--- config.mk ---
export PLATFORM = sky130hd
export DESIGN_NAME = shift_seq_ctrl_flat
export DESIGN_NICKNAME = d
export VERILOG_FILES = /design/src/rtl/shift_seq_ctrl_if.sv /design/src/rtl/shift_seq_ctrl.sv /design/src/flat_wrapper.sv
export SDC_FILE = /design/constraint.sdc
export NUM_CORES = 1
export LEC_CHECK = 0
export CAP_MARGIN = 20
export CORE_MARGIN = 2
export CORE_UTILIZATION = 47
export CTS_CLUSTER_SIZE = 40
export DETAILED_ROUTE_END_ITERATION = 8
export PLACE_DENSITY = 0.85
export SYNTH_ARGS = -nofsm -noshare
export SYNTH_HDL_FRONTEND = slang
export SYNTH_SLANG_ARGS = --single-unit
--- constraint.sdc ---
create_clock -name clk -period 4.7 [get_ports clk]
set_input_delay 0.94 -clock clk [delete_from_list [all_inputs] [get_ports clk]]
set_output_delay 0.94 -clock clk [all_outputs]
set_load 0.01 [all_outputs]
--- src/rtl/shift_seq_ctrl_if.sv ---
// shift_seq_ctrl_if
//   Request/response bundle for the iterative shift sequencer.
//   Request side : in_valid, in_ready, in_data, in_amt, in_type
//   Response side: out_valid, out_ready, out_data
//   Status       : busy
//   master = issuer/consumer side, slave = sequencer side.
interface shift_seq_ctrl_if #(
  parameter int WIDTH = 16
);
  logic             in_valid;
  logic             in_ready;
  logic [WIDTH-1:0] in_data;
  logic [WIDTH-1:0] in_amt;
  logic [2:0]       in_type;
  logic             out_valid;
  logic             out_ready;
  logic [WIDTH-1:0] out_data;
  logic             busy;

  modport master (
    output in_valid, in_data, in_amt, in_type, out_ready,
    input  in_ready, out_valid, out_data, busy
  );

  modport slave (
    input  in_valid, in_data, in_amt, in_type, out_ready,
    output in_ready, out_valid, out_data, busy
  );
endinterface

--- src/rtl/shift_seq_ctrl.sv ---
// shift_seq_ctrl
//   Multi-cycle shift sequencer. Accepts one shift op through the request
//   handshake, shifts a working register a few bits per cycle, then presents
//   the result through the response handshake until it is taken.
// Ports
//   clk  : clock, rising edge
//   rst  : synchronous reset, active-high
//   bus  : shift_seq_ctrl_if.slave
//          in_valid/in_ready/in_data/in_amt/in_type  request
//          out_valid/out_ready/out_data              response
//          busy                                      high in SHIFT or DONE
// Shift types: 000 LSL, 001 LSR, 010 ASL, 011 ASR, 100 ROL, 101 ROR,
//              110/111 reserved (result 0).
// Configuration
//   SHIFT_FAST_EN : when defined, up to 4 bits are shifted per cycle
//                   (results unchanged, fewer SHIFT cycles).
module shift_seq_ctrl #(
  parameter int WIDTH = 16,
  parameter int CNT_W = 5
) (
  input  logic            clk,
  input  logic            rst,
  shift_seq_ctrl_if.slave bus
);

  typedef enum logic [1:0] {
    S_IDLE  = 2'd0,
    S_SHIFT = 2'd1,
    S_DONE  = 2'd2
  } state_e;

  typedef enum logic [2:0] {
    T_LSL  = 3'b000,
    T_LSR  = 3'b001,
    T_ASL  = 3'b010,
    T_ASR  = 3'b011,
    T_ROL  = 3'b100,
    T_ROR  = 3'b101,
    T_RSV6 = 3'b110,
    T_RSV7 = 3'b111
  } shift_type_e;

  localparam logic [WIDTH-1:0] WIDTH_V = WIDTH'(WIDTH);

  state_e            state_q, state_d;
  shift_type_e       type_q,  type_d;
  logic [WIDTH-1:0]  data_q,  data_d;
  logic [CNT_W-1:0]  cnt_q,   cnt_d;

  logic [CNT_W-1:0]  eff;
  logic              rsv;
  logic [CNT_W-1:0]  step_n;
  logic [WIDTH-1:0]  work;

  // One 1-bit step of the given shift type.
  function automatic logic [WIDTH-1:0] step1(input logic [WIDTH-1:0] d,
                                             input shift_type_e t);
    logic [WIDTH-1:0] r;
    r = d;
    case (t)
      T_LSL, T_ASL: r = {d[WIDTH-2:0], 1'b0};
      T_LSR:        r = {1'b0, d[WIDTH-1:1]};
      T_ASR:        r = {d[WIDTH-1], d[WIDTH-1:1]};
      T_ROL:        r = {d[WIDTH-2:0], d[WIDTH-1]};
      T_ROR:        r = {d[0], d[WIDTH-1:1]};
      default:      r = d;
    endcase
    return r;
  endfunction

  // Effective step count for the incoming request. Linear shifts saturate
  // at WIDTH (all bits shifted out / all sign copies); rotates wrap.
  always_comb begin
    eff = '0;
    rsv = 1'b0;
    case (shift_type_e'(bus.in_type))
      T_LSL, T_LSR, T_ASL, T_ASR:
        eff = (bus.in_amt >= WIDTH_V) ? CNT_W'(WIDTH) : CNT_W'(bus.in_amt);
      T_ROL, T_ROR:
        eff = CNT_W'(bus.in_amt % WIDTH_V);
      default: begin
        eff = '0;
        rsv = 1'b1;
      end
    endcase
  end

  // Per-cycle datapath step.
  always_comb begin
    step_n = '0;
    work   = data_q;
`ifdef SHIFT_FAST_EN
    step_n = (cnt_q > CNT_W'(4)) ? CNT_W'(4) : cnt_q;
    for (int unsigned i = 0; i < 4; i++) begin
      if (CNT_W'(i) < step_n) work = step1(work, type_q);
    end
`else
    step_n = CNT_W'(1);
    work   = step1(data_q, type_q);
`endif
  end

  always_comb begin
    state_d = state_q;
    type_d  = type_q;
    data_d  = data_q;
    cnt_d   = cnt_q;
    case (state_q)
      S_IDLE: begin
        if (bus.in_valid) begin
          type_d  = shift_type_e'(bus.in_type);
          data_d  = rsv ? '0 : bus.in_data;
          cnt_d   = eff;
          state_d = (eff == '0) ? S_DONE : S_SHIFT;
        end
      end
      S_SHIFT: begin
        data_d = work;
        cnt_d  = cnt_q - step_n;
        if (cnt_q <= step_n) state_d = S_DONE;
      end
      S_DONE: begin
        if (bus.out_ready) state_d = S_IDLE;
      end
      default: state_d = S_IDLE;
    endcase
  end

  always_ff @(posedge clk) begin
    if (rst) begin
      state_q <= S_IDLE;
      type_q  <= T_LSL;
      data_q  <= '0;
      cnt_q   <= '0;
    end else begin
      state_q <= state_d;
      type_q  <= type_d;
      data_q  <= data_d;
      cnt_q   <= cnt_d;
    end
  end

  assign bus.in_ready  = (state_q == S_IDLE);
  assign bus.out_valid = (state_q == S_DONE);
  assign bus.out_data  = data_q;
  assign bus.busy      = (state_q != S_IDLE);

endmodule

--- src/flat_wrapper.sv ---
// flat-port wrapper written by rule: the top's interface ports become plain ports
module shift_seq_ctrl_flat 
#(
  parameter int WIDTH = 16,
  parameter int CNT_W = 5
)
  (clk, rst, bus_in_valid, bus_in_data, bus_in_amt, bus_in_type, bus_out_ready, bus_in_ready, bus_out_valid, bus_out_data, bus_busy);
  shift_seq_ctrl_if #(.WIDTH(WIDTH)) bus_i ();
  input  logic clk;
  input  logic rst;
  input wire logic [$bits(bus_i.in_valid)-1:0] bus_in_valid;
  input wire logic [$bits(bus_i.in_data)-1:0] bus_in_data;
  input wire logic [$bits(bus_i.in_amt)-1:0] bus_in_amt;
  input wire logic [$bits(bus_i.in_type)-1:0] bus_in_type;
  input wire logic [$bits(bus_i.out_ready)-1:0] bus_out_ready;
  output wire logic [$bits(bus_i.in_ready)-1:0] bus_in_ready;
  output wire logic [$bits(bus_i.out_valid)-1:0] bus_out_valid;
  output wire logic [$bits(bus_i.out_data)-1:0] bus_out_data;
  output wire logic [$bits(bus_i.busy)-1:0] bus_busy;
  assign bus_i.in_valid = bus_in_valid;
  assign bus_i.in_data = bus_in_data;
  assign bus_i.in_amt = bus_in_amt;
  assign bus_i.in_type = bus_in_type;
  assign bus_i.out_ready = bus_out_ready;
  assign bus_in_ready = bus_i.in_ready;
  assign bus_out_valid = bus_i.out_valid;
  assign bus_out_data = bus_i.out_data;
  assign bus_busy = bus_i.busy;
  shift_seq_ctrl #(.WIDTH(WIDTH), .CNT_W(CNT_W)) u_core (.clk(clk), .rst(rst), .bus(bus_i));
endmodule
# ---- After elaboration in Yosys (flattened, before gate mapping)
# Index checks and enable logic that the tools add are counted.
dict set report word_totals {
  ff_bits 26
  in_bits 39
  out_inout_bits 19
  elab_cells 54
}
dict set report op_classes {
  addsub 1
  n_lt_le_gt_ge 2
  eq_ne 18
  muxes 13
  n_reduce_logical 15
}
# cell n
set ops {}
lappend ops {{16-bit one-hot mux with 5 select lines} 1}
lappend ops {{16-bit 2-to-1 mux} 2}
lappend ops {{16-bit one-hot mux with 2 select lines} 1}
lappend ops {{5-bit one-hot mux with 2 select lines} 2}
lappend ops {{16-bit by 5-bit greater-or-equal comparator with 1-bit output, second input constant} 1}
lappend ops {{3-bit by 2-bit == test with 1-bit output, second input constant} 4}
lappend ops {{3-bit == test, second input constant} 4}
lappend ops {{5-bit 2-to-1 mux} 2}
lappend ops {{2-bit 2-to-1 mux} 4}
lappend ops {{3-bit by 1-bit == test with 1-bit output, second input constant} 2}
lappend ops {{3-bit logical NOT} 2}
lappend ops {{2-bit != test, second input constant} 3}
lappend ops {{6-bit != test, second input constant} 1}
lappend ops {{2-bit one-hot mux with 3 select lines} 1}
lappend ops {{3-bit AND reduction} 2}
lappend ops {{6-bit OR reduction} 1}
lappend ops {{5-bit by 1-bit <= comparator with 1-bit output, second input constant} 1}
lappend ops {{5-bit logical NOT} 1}
lappend ops {{5-bit != test, second input constant} 1}
lappend ops {{5-bit by 1-bit subtractor with 5-bit output, second input constant} 1}
lappend ops {{2-bit AND reduction} 2}
lappend ops {{4-bit AND reduction} 1}
lappend ops {{2-bit nonzero test} 2}
lappend ops {{2-bit OR reduction} 2}
lappend ops {{other kinds (5)} 5}

# ---- Logic depth before layout (Yosys ltp)
# Gate-level depths: netlist of the first run.
dict set report depth {
  ltp_word 7
  mapped_depth 6
  ltp_nobuf 5
}

# ---- Worst setup path after synthesis of the first run
# Ideal clock, no wire load.
dict set report synth_timing {
  kind {input port to flip-flop}
  startpoint {in bus_in_amt[11]}
  endpoint {reg u_core.cnt_q[1]}
  setup_ns 0.086
  arrival_time_ns 2.202
  required_time_ns 4.614
  setup_slack_ns 2.412
  cell_stages 4
  n_path_buf 0
  cell_sequence {or4_4 o41ai_4 nand3_2 a221oi_2}
}
dict set report synth_between {
  elab_chain_len 5
}
# item line
set synth_rtl {}
lappend synth_rtl {{start: declaration} flat_wrapper.sv:13} ;# input wire logic [$bits(bus_i.in_amt)-1:0] bus_in_amt;
lappend synth_rtl {{16-bit by 5-bit greater-or-equal comparator with 1-bit output} shift_seq_ctrl.sv:78} ;# eff = (bus.in_amt >= WIDTH_V) ? CNT_W'(WIDTH) : CNT_W'(bus.in_amt);
lappend synth_rtl {{5-bit 2-to-1 mux} shift_seq_ctrl.sv:78}
lappend synth_rtl {{5-bit one-hot mux with 2 select lines} shift_seq_ctrl.sv:76} ;# case (shift_type_e'(bus.in_type))
lappend synth_rtl {{5-bit 2-to-1 mux} shift_seq_ctrl.sv:110} ;# if (bus.in_valid) begin
lappend synth_rtl {{5-bit one-hot mux with 2 select lines} shift_seq_ctrl.sv:108} ;# case (state_q)
lappend synth_rtl {{end signal: assignment} shift_seq_ctrl.sv:139} ;# cnt_q <= cnt_d;
lappend synth_rtl {{end: declaration} shift_seq_ctrl.sv:48} ;# logic [CNT_W-1:0] cnt_q, cnt_d;
# No other way between the ends. The select of a mux whose other input is x is not followed.
# A chain may end at the register's enable or synchronous reset.

# ---- Final worst setup path of the first run
dict set report layout_timing {
  startpoint {in bus_in_valid}
  endpoint {reg u_core.data_q[8], in the netlist u_core.bus.out_data[8]}
}
dict set report layout_between {
  elab_chain_len 2
}
# item line
set layout_rtl {}
lappend layout_rtl {{start: declaration} flat_wrapper.sv:11} ;# input wire logic [$bits(bus_i.in_valid)-1:0] bus_in_valid;
lappend layout_rtl {{2-bit != test (no line)} n/a}
lappend layout_rtl {{3-bit AND reduction (no line)} n/a}
lappend layout_rtl {{end signal: assignment} shift_seq_ctrl.sv:138} ;# data_q <= data_d;
lappend layout_rtl {{end: declaration} shift_seq_ctrl.sv:47} ;# logic [WIDTH-1:0] data_q, data_d;
# No other way between the ends.

==> impl_metrics.py, run 1 <==
metrics = {
    "floorplanning": {
        "die_h_um": 61.0,
        "row_count": 20,
        "dieArea_mm2": 0.00373,
        "initial_core_util": 0.497,
        "io-pin-count": 58,
        "die_w_um": 61.0,
        "core_area_mm2": 0.00308,
    },
    "setup_path": {
        "slowest_delay_ps": 870,
        "crit_slowest_cell": "a21oi_1",
        "cp.required_ps": 4950,
        "crit_chain": "clkdlybuf4s50_1, nor3b_1, buf_4, a21oi_1, a221oi_1, nor3_1",
        "worstSetupEndpointType": "flip-flop",
        "worst-path-buf-inv": 2,
        "critical_path_class": "in -> reg",
        "path_delay_family": "compound AO/OA/AOI/OAI gates",
        "cp_max_fo": 15,
        "worstPathArrival_ps": 2940,
        "start_kind": "input pin",
    },
    "clock_network": {
        "clk_latency_ps": 330,
        "clock-sinks": 26,
        "cts-root-buf": "clkbuf_4",
        "cts_setup_buffers": 0,
        "htreeDepth": 1,
        "post_cts_resized": 0,
        "clkTransAtPathRegs_ps": 140,
        "cts_hold_buffers": 0,
        "cts_buffers": 3,
        "cts_buffer_depth": 2,
        "cts_tree": "yes",
    },
    "place": {
        "hpwl_um": 2860,
        "portBuffers": 57,
        "place_congestion": 0.826,
    },
    "sta": {
        "final_max_slew_viol_count": 0,
        "max_slew_margin": 0.244,
        "max_freq_mhz": 372,
        "fin_skew_ps": 2.75,
        "tns_ps": 0,
        "rsz0062_at_grt": "false",
        "hold_viol": 0,
        "setup_viol": 0,
        "tightest_slew_ps": 1130,
        "finalCriticalPeriod_ps": 2690,
        "layout_worst_path_cycle_share": 0.572,
    },
    "drt": {
        "routed_wl_um": 3930,
        "via_per_inst": 5.71,
        "dr.pass1.iters": 4,
        "num_vias": 1583,
        "drc": 0,
        "postRouteAntennaNets": 0,
        "wl_per_cell_um": 14.2,
        "drt-initial-drc-count": 139,
    },
    "power": {
        "p_leak_nw": 0.808,
        "p_int_uw": 455,
        "seq_power_share": 0.422,
        "comb_power_share": 0.412,
        "design_power_total_uw": 690,
        "switchingPower_uw": 235,
        "pwr_density_cell_mw_per_mm2": 318,
        "p_sw_frac": 0.340,
        "clockPowerShare": 0.166,
        "peakVddDrop_mv": 0.236,
    },
    "global_routing": {
        "grt_pass1_vias": 1369,
        "grt_util_all_layers": 0.224,
        "grt_pass1_wl_um": 6370,
        "antenna_found_initial": 0,
        "grt_max_degree": 32,
        "grt_overflow_total": 0,
    },
    "layout": {
        "drive_gt1_frac": 0.120,
        "final_common_cell": "clkdlybuf4s50_1",
        "multiInputGateArea_um2": 943,
        "seq_area_um2": 520,
        "fill_cells": 256,
        "antenna_cells": 0,
        "layout_common_cells": "57 x clkdlybuf4s50_1, 26 x dfxtp_1, 21 x nor2_1",
        "nets": 275,
        "area_growth_syn_to_layout_pct": 41.7,
    },
    "logic_synthesis": {
        "syn_nets": 221,
        "ys_types": 39,
        "synth_seq_cells": 26,
        "syn_inst": 180,
        "yosysSeqAreaShare": 0.340,
        "synth_warnings": 0,
        "netlist_area_mm2": 0.00153,
        "syn-mean-instance-area_um2": 8.49,
    },
    "flow_run": {
        "cap_violations": 0,
    },
    "worst_hold_path": {
        "hp-class": "reg -> reg",
    },
    "outcome": {
        "status": "finished, final reports clean",
    },
}
[final timing paths]
| path | start | end | slack, ps | depth (start not counted) |
|---|---|---|---|---|
| min | u_core.bus.out_data[3]$_SDFFE_PP0P_ | u_core.bus.out_data[3]$_SDFFE_PP0P_ | 530 | 2 |
| min reg2reg | u_core.bus.out_data[3]$_SDFFE_PP0P_ | u_core.bus.out_data[3]$_SDFFE_PP0P_ | 530 | 2 |
| max | bus_in_valid | u_core.bus.out_data[8]$_SDFFE_PP0P_ | 2010 | 6 |
| max reg2reg | u_core.state_q[0]$_SDFFE_PP0P_ | u_core.bus.out_data[8]$_SDFFE_PP0P_ | 2610 | 5 |
[layer usage]
metal | wire [um] | global-route usage | vias up
met1 | 1870 | 0.303 | 741
met2 | 1870 | 0.363 | 46
li1 | - | - | 789
met3 | 141 | 0.0399 | 7
met4 | 51 | 0.0745 | 0
met5 | 0 | 0 | -
[state kept, by name, indices dropped and copies added, names as in the netlist]
signal,count
u_core.bus.out_data,16
u_core.cnt_q,5
u_core.state_q,2
u_core.type_q,3
[synthesized netlist by cell type]
library cell  number  area share
and3_1             1      0.0041
nor2_1            21       0.052
o21ai_0            5       0.016
or4_4              2       0.015
xor2_1             1      0.0057
inv_1              5       0.012
a21boi_2           1      0.0074
a21oi_1            9       0.029
dfxtp_1           26        0.34
nor2b_1            3       0.012
a311oi_1           1      0.0057
a32o_1             1      0.0065
o41ai_4            1       0.018
nand3_1            3      0.0098
nand2b_1           4       0.016
o41ai_1            1      0.0057
nand3_2            1      0.0065
o211ai_1           1      0.0049
a31oi_1            3       0.012
a221oi_2           1      0.0098
clkbuf_1           4      0.0098
o311ai_1           1      0.0057
a22oi_1            1      0.0049
mux2_2            14        0.10
a21o_1             4       0.020
a211oi_1           1      0.0049
or4_1              1      0.0049
nand3b_1           1      0.0049
a311o_1            1      0.0065
nand2_1           14       0.034
a221oi_1          16       0.092
buf_1              1      0.0025
buf_2              6       0.020
nor3_1            18       0.059
a41oi_1            1      0.0057
nor3b_1            1      0.0049
a21boi_0           1      0.0049
ha_1               2       0.016
a221o_1            1      0.0065
[metrics by stage]
stage | worst slack [ps] | util | hold WS [ps] | area [um^2] | std cells
after floorplan | 2410 | - | 480 | 1530 | 180
after global placement | 1640 | 0.690 | 508 | 2120 | 272
after detailed placement | 1650 | 0.692 | 511 | 2130 | 273
after CTS | 2040 | 0.704 | 529 | 2170 | 277
after global routing | 1820 | 0.704 | 544 | 2170 | 277
final | 2010 | 0.704 | 530 | 2170 | 277
[cell type report]
cell class | count | area share
timing repair buffer | 60 | 0.274
inverter | 5 | 0.00866
tap | 44 | 0.0254
sequential | 26 | 0.240
multi-input combinational | 138 | 0.435
clock buffer | 4 | 0.0167
[worst reg2reg max path: cells and delay by family (launching register included)]
| kind | cells | cell delay [ps] |
|---|---|---|
| buffers and inverters | 1 | 230 |
| and+or+nand+nor | 2 | 380 |
| AOI/OAI and AO/OA | 2 | 1030 |
| DFF | 1 | 380 |
[logic make-up after synthesis]
| kind of cell | Yosys count | synth area share |
|---|---|---|
| AOI/OAI and AO/OA | 51 | 0.267 |
| xor gates and xnor gates | 1 | 0.00573 |
| adders and majority gates | 2 | 0.0164 |
| buffers and inverters | 16 | 0.0442 |
| DFF | 26 | 0.340 |
| muxes | 14 | 0.103 |
| and+or+nand+nor | 70 | 0.223 |
[power by group through the flow]
stage	sequential [mW]	combinational, mW	clock (mW)
6_report	0.291	0.284	0.115
4_1_cts	0.290	0.285	0.116
3_3_place_gp	0.295	0.278	0
3_5_place_dp	0.295	0.284	0
2_1_floorplan	0.297	0.158	0
5_1_grt	0.297	0.312	0.126
Power figures use the tool's default switching activity.
==> run 2, diff against run 1 <==
--- a/config.mk
+++ b/config.mk
@@ -7,10 +7,10 @@
 export LEC_CHECK = 0
 export CAP_MARGIN = 20
 export CORE_MARGIN = 2
-export CORE_UTILIZATION = 47
+export CORE_UTILIZATION = 44
 export CTS_CLUSTER_SIZE = 40
 export DETAILED_ROUTE_END_ITERATION = 8
-export PLACE_DENSITY = 0.85
+export PLACE_DENSITY = 0.8
 export SYNTH_ARGS = -nofsm -noshare
 export SYNTH_HDL_FRONTEND = slang
 export SYNTH_SLANG_ARGS = --single-unit
==> constraint.sdc (replaced) <==
create_clock -name clk -period 2.55 [get_ports clk]
set_input_delay 0.51 -clock clk [delete_from_list [all_inputs] [get_ports clk]]
set_output_delay 0.51 -clock clk [all_outputs]
set_load 0.01 [all_outputs]
==> run 2 against run 1 <==
Against the previous run:
- final area is 0.52% higher
- register-to-register slack worse by 1800 ps
- largest cell class unchanged
- clock skew hardly changed
- hold slack worse by 3.0 ps
- die area is 6.4% higher
- critical path depth is 4 lower
- sequential power is 84% higher
- via count is 0.13% lower
- first-iteration DRC count is 35% higher
- non-clock buffer count is 3 higher
- sequential cell count stayed put
- sequential share of layout area is 0.12 points lower
==> impl_metrics.py, run 2 (synthesis gave the netlist of run 1 again) <==
metrics = {
    "setup_path": {
        "critical_path_class": "reg -> out",
        "crit_chain": "nor2_1, clkdlybuf4s50_1",
        "worstSetupEndpointType": "output port",
        "worstPathArrival_ps": 1600,
        "start_kind": "flip-flop",
        "cp.required_ps": 2040,
        "crit_slowest_cell": "clkdlybuf4s50_1",
        "cp_max_fo": 7,
        "slowest_delay_ps": 610,
    },
    "outcome": {
        "status": "finished, final reports clean",
    },
    "floorplanning": {
        "row_count": 21,
        "die_h_um": 63.0,
        "die_w_um": 63.0,
        "dieArea_mm2": 0.00396,
        "initial_core_util": 0.458,
        "core_area_mm2": 0.00334,
        "io-pin-count": 58,
    },
    "sta": {
        "tightest_slew_ps": 683,
        "layout_worst_path_cycle_share": 0.828,
        "max_freq_mhz": 474,
        "fin_ws_ps": 440,
        "setup_viol": 0,
        "max_slew_margin": 0.545,
        "fin_skew_ps": 2.29,
        "hold_ws_ps": 527,
        "hold_viol": 0,
        "rsz0062_at_grt": "false",
        "final_max_slew_viol_count": 0,
        "finalCriticalPeriod_ps": 2110,
        "tns_ps": 0,
    },
    "clock_network": {
        "post_cts_resized": 0,
        "clk_latency_ps": 310,
        "cts_buffer_depth": 2,
        "htreeDepth": 1,
        "cts_hold_buffers": 0,
        "cts_setup_buffers": 0,
        "clkTransAtPathRegs_ps": 130,
        "clock-sinks": 26,
        "cts_tree": "yes",
        "cts_buffers": 3,
        "cts-root-buf": "clkbuf_4",
    },
    "layout": {
        "final_common_cell": "clkdlybuf4s50_1",
        "fin_area_mm2": 0.00218,
        "nets": 278,
        "layout_common_cells": "57 x clkdlybuf4s50_1, 26 x dfxtp_1, 21 x nor2_1",
        "largest_reg_flops": 16,
        "drive_gt1_frac": 0.128,
        "area_growth_syn_to_layout_pct": 42.5,
        "antenna_cells": 0,
    },
    "global_routing": {
        "grt_util_all_layers": 0.207,
        "grt_overflow_total": 0,
        "grt_pass1_vias": 1455,
        "grt_pass1_wl_um": 6720,
        "antenna_found_initial": 0,
        "grt_max_degree": 31,
    },
    "drt": {
        "postRouteAntennaNets": 0,
        "routed_wl_um": 4010,
        "drc": 0,
        "drt-initial-drc-count": 188,
        "via_per_inst": 5.63,
        "num_vias": 1581,
        "wl_per_cell_um": 14.3,
        "dr.pass1.iters": 4,
    },
    "power": {
        "p_int_uw": 812,
        "switchingPower_uw": 428,
        "pwr_density_cell_mw_per_mm2": 569,
        "clockPowerShare": 0.139,
        "seq_power_share": 0.431,
        "p_sw_frac": 0.345,
        "p_leak_nw": 0.816,
        "comb_power_share": 0.430,
        "peakVddDrop_mv": 0.429,
        "design_power_total_mw": 1.24,
    },
    "place": {
        "hpwl_um": 2940,
        "place_ws_ps": 85.9,
        "place_congestion": 0.808,
        "placed_area_mm2": 0.00215,
        "portBuffers": 57,
    },
    "flow_run": {
        "cap_violations": 0,
    },
    "worst_hold_path": {
        "hp-class": "reg -> reg",
    },
}
-- run 2: power by group through the flow --
stage	clock network, mW	registers [mW]	logic, mW
finish	0.172	0.534	0.534
global route	0.197	0.545	0.586
CTS	0.179	0.534	0.532
detailed placement	0	0.544	0.528
global placement	0	0.542	0.520
floorplan	0	0.548	0.292
-- run 2: area by class of cell --
class,instances,area [um^2]
fill,305,1160
clock buffer,3,22.5
sequential,26,520
timing repair buffer,63,616
inverter,5,18.8
tap,46,57.6
multi-input combinational,138,943
-- run 2: worst max-delay path, delay by kind of cell, from the launching register on --
kind | cells | cell delay [ps]
flip-flops | 1 | 390
buffers and inverters | 1 | 610
AND/OR/NAND/NOR | 1 | 280
-- run 2: worst paths after layout --
path	startpoint	end	slack, ps	cells after the start
min reg2reg	u_core.bus.out_data[7]$_SDFFE_PP0P_	u_core.bus.out_data[7]$_SDFFE_PP0P_	530	2
min	u_core.bus.out_data[7]$_SDFFE_PP0P_	u_core.bus.out_data[7]$_SDFFE_PP0P_	530	2
max reg2reg	u_core.state_q[0]$_SDFFE_PP0P_	u_core.bus.out_data[2]$_SDFFE_PP0P_	790	6
max	u_core.state_q[1]$_SDFFE_PP0P_	bus_in_ready	440	2
-- run 2: metal layers --
| metal | part of all wire | global-route usage | vias up |
|---|---|---|---|
| met5 | 0 | 0 | - |
| met1 | 0.45 | 0.271 | 737 |
| met2 | 0.49 | 0.350 | 44 |
| met4 | 0.0067 | 0.0583 | 0 |
| met3 | 0.054 | 0.0306 | 2 |
| li1 | - | - | 798 |
-- run 2: through the flow --
step | util | cells
final | 0.653 | 281
after global routing | 0.653 | 281
after CTS | 0.651 | 280
after detailed placement | 0.644 | 277
after global placement | 0.644 | 277
after floorplan | - | 180
==> run 3, diff against run 2 <==
--- a/config.mk
+++ b/config.mk
@@ -7,10 +7,10 @@
 export LEC_CHECK = 0
 export CAP_MARGIN = 20
 export CORE_MARGIN = 2
-export CORE_UTILIZATION = 44
+export CORE_UTILIZATION = 40
 export CTS_CLUSTER_SIZE = 40
 export DETAILED_ROUTE_END_ITERATION = 8
-export PLACE_DENSITY = 0.8
+export PLACE_DENSITY = 0.77
 export SYNTH_ARGS = -nofsm -noshare
 export SYNTH_HDL_FRONTEND = slang
 export SYNTH_SLANG_ARGS = --single-unit
==> constraint.sdc (replaced) <==
create_clock -name clk -period 1.8 [get_ports clk]
set_input_delay 0.36 -clock clk [delete_from_list [all_inputs] [get_ports clk]]
set_output_delay 0.36 -clock clk [all_outputs]
set_load 0.01 [all_outputs]
==> run 3 against run 2 <==
Against the previous run:
- hold slack lost 8.2 ps
- non-clock buffer count increased by 7
- via count rose by 1.8%
- die area rose by 9.3%
- setup slack lost 420 ps
==> impl_metrics.py, run 3 (synthesis gave the netlist of run 1 again) <==
metrics = {
    "layout": {
        "antenna_cells": 0,
        "layout_common_cells": "46 x clkdlybuf4s50_1, 24 x dfxtp_1, 20 x nor2_1",
        "area_growth_syn_to_layout_pct": 53.8,
        "nets": 285,
        "fin_area_mm2": 0.00235,
        "largest_reg_flops": 16,
        "final_common_cell": "clkdlybuf4s50_1",
        "drive_gt1_frac": 0.181,
        "post-route-util": 0.642,
    },
    "drt": {
        "num_vias": 1609,
        "postRouteAntennaNets": 0,
        "drt-initial-drc-count": 97,
        "wl_per_cell_um": 14.1,
        "drc": 0,
        "routed_wl_um": 4120,
        "dr.pass1.iters": 4,
        "via_per_inst": 5.53,
    },
    "global_routing": {
        "antenna_found_initial": 0,
        "grt_max_degree": 31,
        "grt_pass1_vias": 1486,
        "grt_util_all_layers": 0.196,
        "grt_overflow_total": 0,
        "grt_pass1_wl_um": 6750,
    },
    "flow_run": {
        "cap_violations": 0,
    },
    "floorplanning": {
        "die_h_um": 65.8,
        "row_count": 22,
        "core_area_mm2": 0.00366,
        "initial_core_util": 0.418,
        "io-pin-count": 58,
        "dieArea_mm2": 0.00433,
        "die_w_um": 65.8,
    },
    "sta": {
        "setup_viol": 0,
        "max_freq_mhz": 563,
        "hold_viol": 0,
        "fin_ws_ps": 22.3,
        "tns_ps": 0,
        "finalCriticalPeriod_ps": 1780,
        "tightest_slew_ps": 684,
        "max_slew_margin": 0.544,
        "fin_skew_ps": 1.53,
        "layout_worst_path_cycle_share": 0.988,
        "final_max_slew_viol_count": 0,
    },
    "power": {
        "design_power_total_mw": 2.05,
        "comb_power_share": 0.396,
        "p_sw_frac": 0.311,
        "p_int_mw": 1.41,
        "pwr_density_cell_mw_per_mm2": 872,
        "clockPowerShare": 0.235,
        "p_leak_nw": 0.929,
        "switchingPower_uw": 638,
        "seq_power_share": 0.369,
        "peakVddDrop_mv": 0.586,
    },
    "setup_path": {
        "worstPathArrival_ps": 1970,
        "worstSetupEndpointType": "flip-flop",
        "critical_path_class": "in -> reg",
        "start_kind": "input pin",
        "cp.required_ps": 1990,
        "cp_max_fo": 4,
    },
    "place": {
        "placed_area_mm2": 0.00225,
        "place_congestion": 0.820,
        "portBuffers": 57,
        "place_ws_ps": -517,
        "hpwl_um": 3000,
    },
    "clock_network": {
        "clock-sinks": 26,
        "clk_latency_ps": 270,
        "cts_tree": "yes",
        "cts_buffer_depth": 2,
        "htreeDepth": 1,
        "clkTransAtPathRegs_ps": 90,
        "cts_buffers": 3,
        "cts-root-buf": "clkbuf_8",
    },
    "outcome": {
        "status": "finished, final reports clean",
    },
    "worst_hold_path": {
        "hp-class": "reg -> reg",
    },
}
[run 3: changes by cell type in the layout (fill, tap and decap cells not counted), sizes merged]
cell	previous run	this run
buf	6	13
bufinv	0	1
clkdlybuf4s50	57	46
dlygate4sd2	0	9
dlymetal6s2s	0	2
[run 3: final cells by class]
| class | count | area, um^2 |
|---|---|---|
| well taps | 48 | 60.1 |
| inverters | 5 | 18.8 |
| flip-flops and latches | 26 | 523 |
| clock buffers | 3 | 41.3 |
| multi-input cells | 138 | 958 |
| repair buffers | 70 | 719 |
| fillers | 310 | 1310 |
| clock inverters | 1 | 30.0 |
[run 3: through the flow]
step,cells,hold WS (ps)
after floorplan,180,480
after global placement,286,508
after detailed placement,286,506
after CTS,290,524
after global routing,291,551
final,291,519
[run 3: what timing repair did]
action | 4_1_cts | 5_1_grt
endpoints found under the hold margin | 0 | 0
pin swaps | 6 | 4
setup buffers | 0 | 1
gates resized for setup | 12 | 7
hold buffers | 0 | 0
endpoints found under the setup margin | 22 | 21
[run 3: critical path, stage by stage]
cell	delay, ps
dlygate4sd2_1	230
or4_4	540
o41ai_4	370
buf_4	190
nand3_2	60
a221oi_2	210
[run 3: layer usage]
metal	track usage	vias to the layer above	part of all wire	wire (um)
met5	0	-	0	0
met4	0.0547	0	0.0090	37
met3	0.0239	2	0.039	162
met2	0.352	35	0.51	2090
met1	0.246	764	0.44	1820
li1	-	808	-	-
[run 3: worst paths after layout]
kind / to / cells after the start / start / slack, ps
min reg2reg: u_core.bus.out_data[7]$_SDFFE_PP0P_ / 2 / u_core.bus.out_data[7]$_SDFFE_PP0P_ / 520
min: u_core.bus.out_data[7]$_SDFFE_PP0P_ / 2 / u_core.bus.out_data[7]$_SDFFE_PP0P_ / 520
max reg2reg: u_core.bus.out_data[10]$_SDFFE_PP0P_ / 5 / u_core.type_q[0]$_SDFFE_PP0P_ / 140
max: u_core.cnt_q[1]$_SDFFE_PP0P_ / 6 / bus_in_amt[13] / 20
[run 3: power by group through the flow]
stage | combinational [mW] | clock (mW) | sequential (mW)
final | 0.812 | 0.481 | 0.756
after global routing | 0.891 | 0.512 | 0.773
after floorplan | 0.413 | 0 | 0.776
after CTS | 0.811 | 0.492 | 0.753
after global placement | 0.798 | 0 | 0.764
after detailed placement | 0.810 | 0 | 0.765
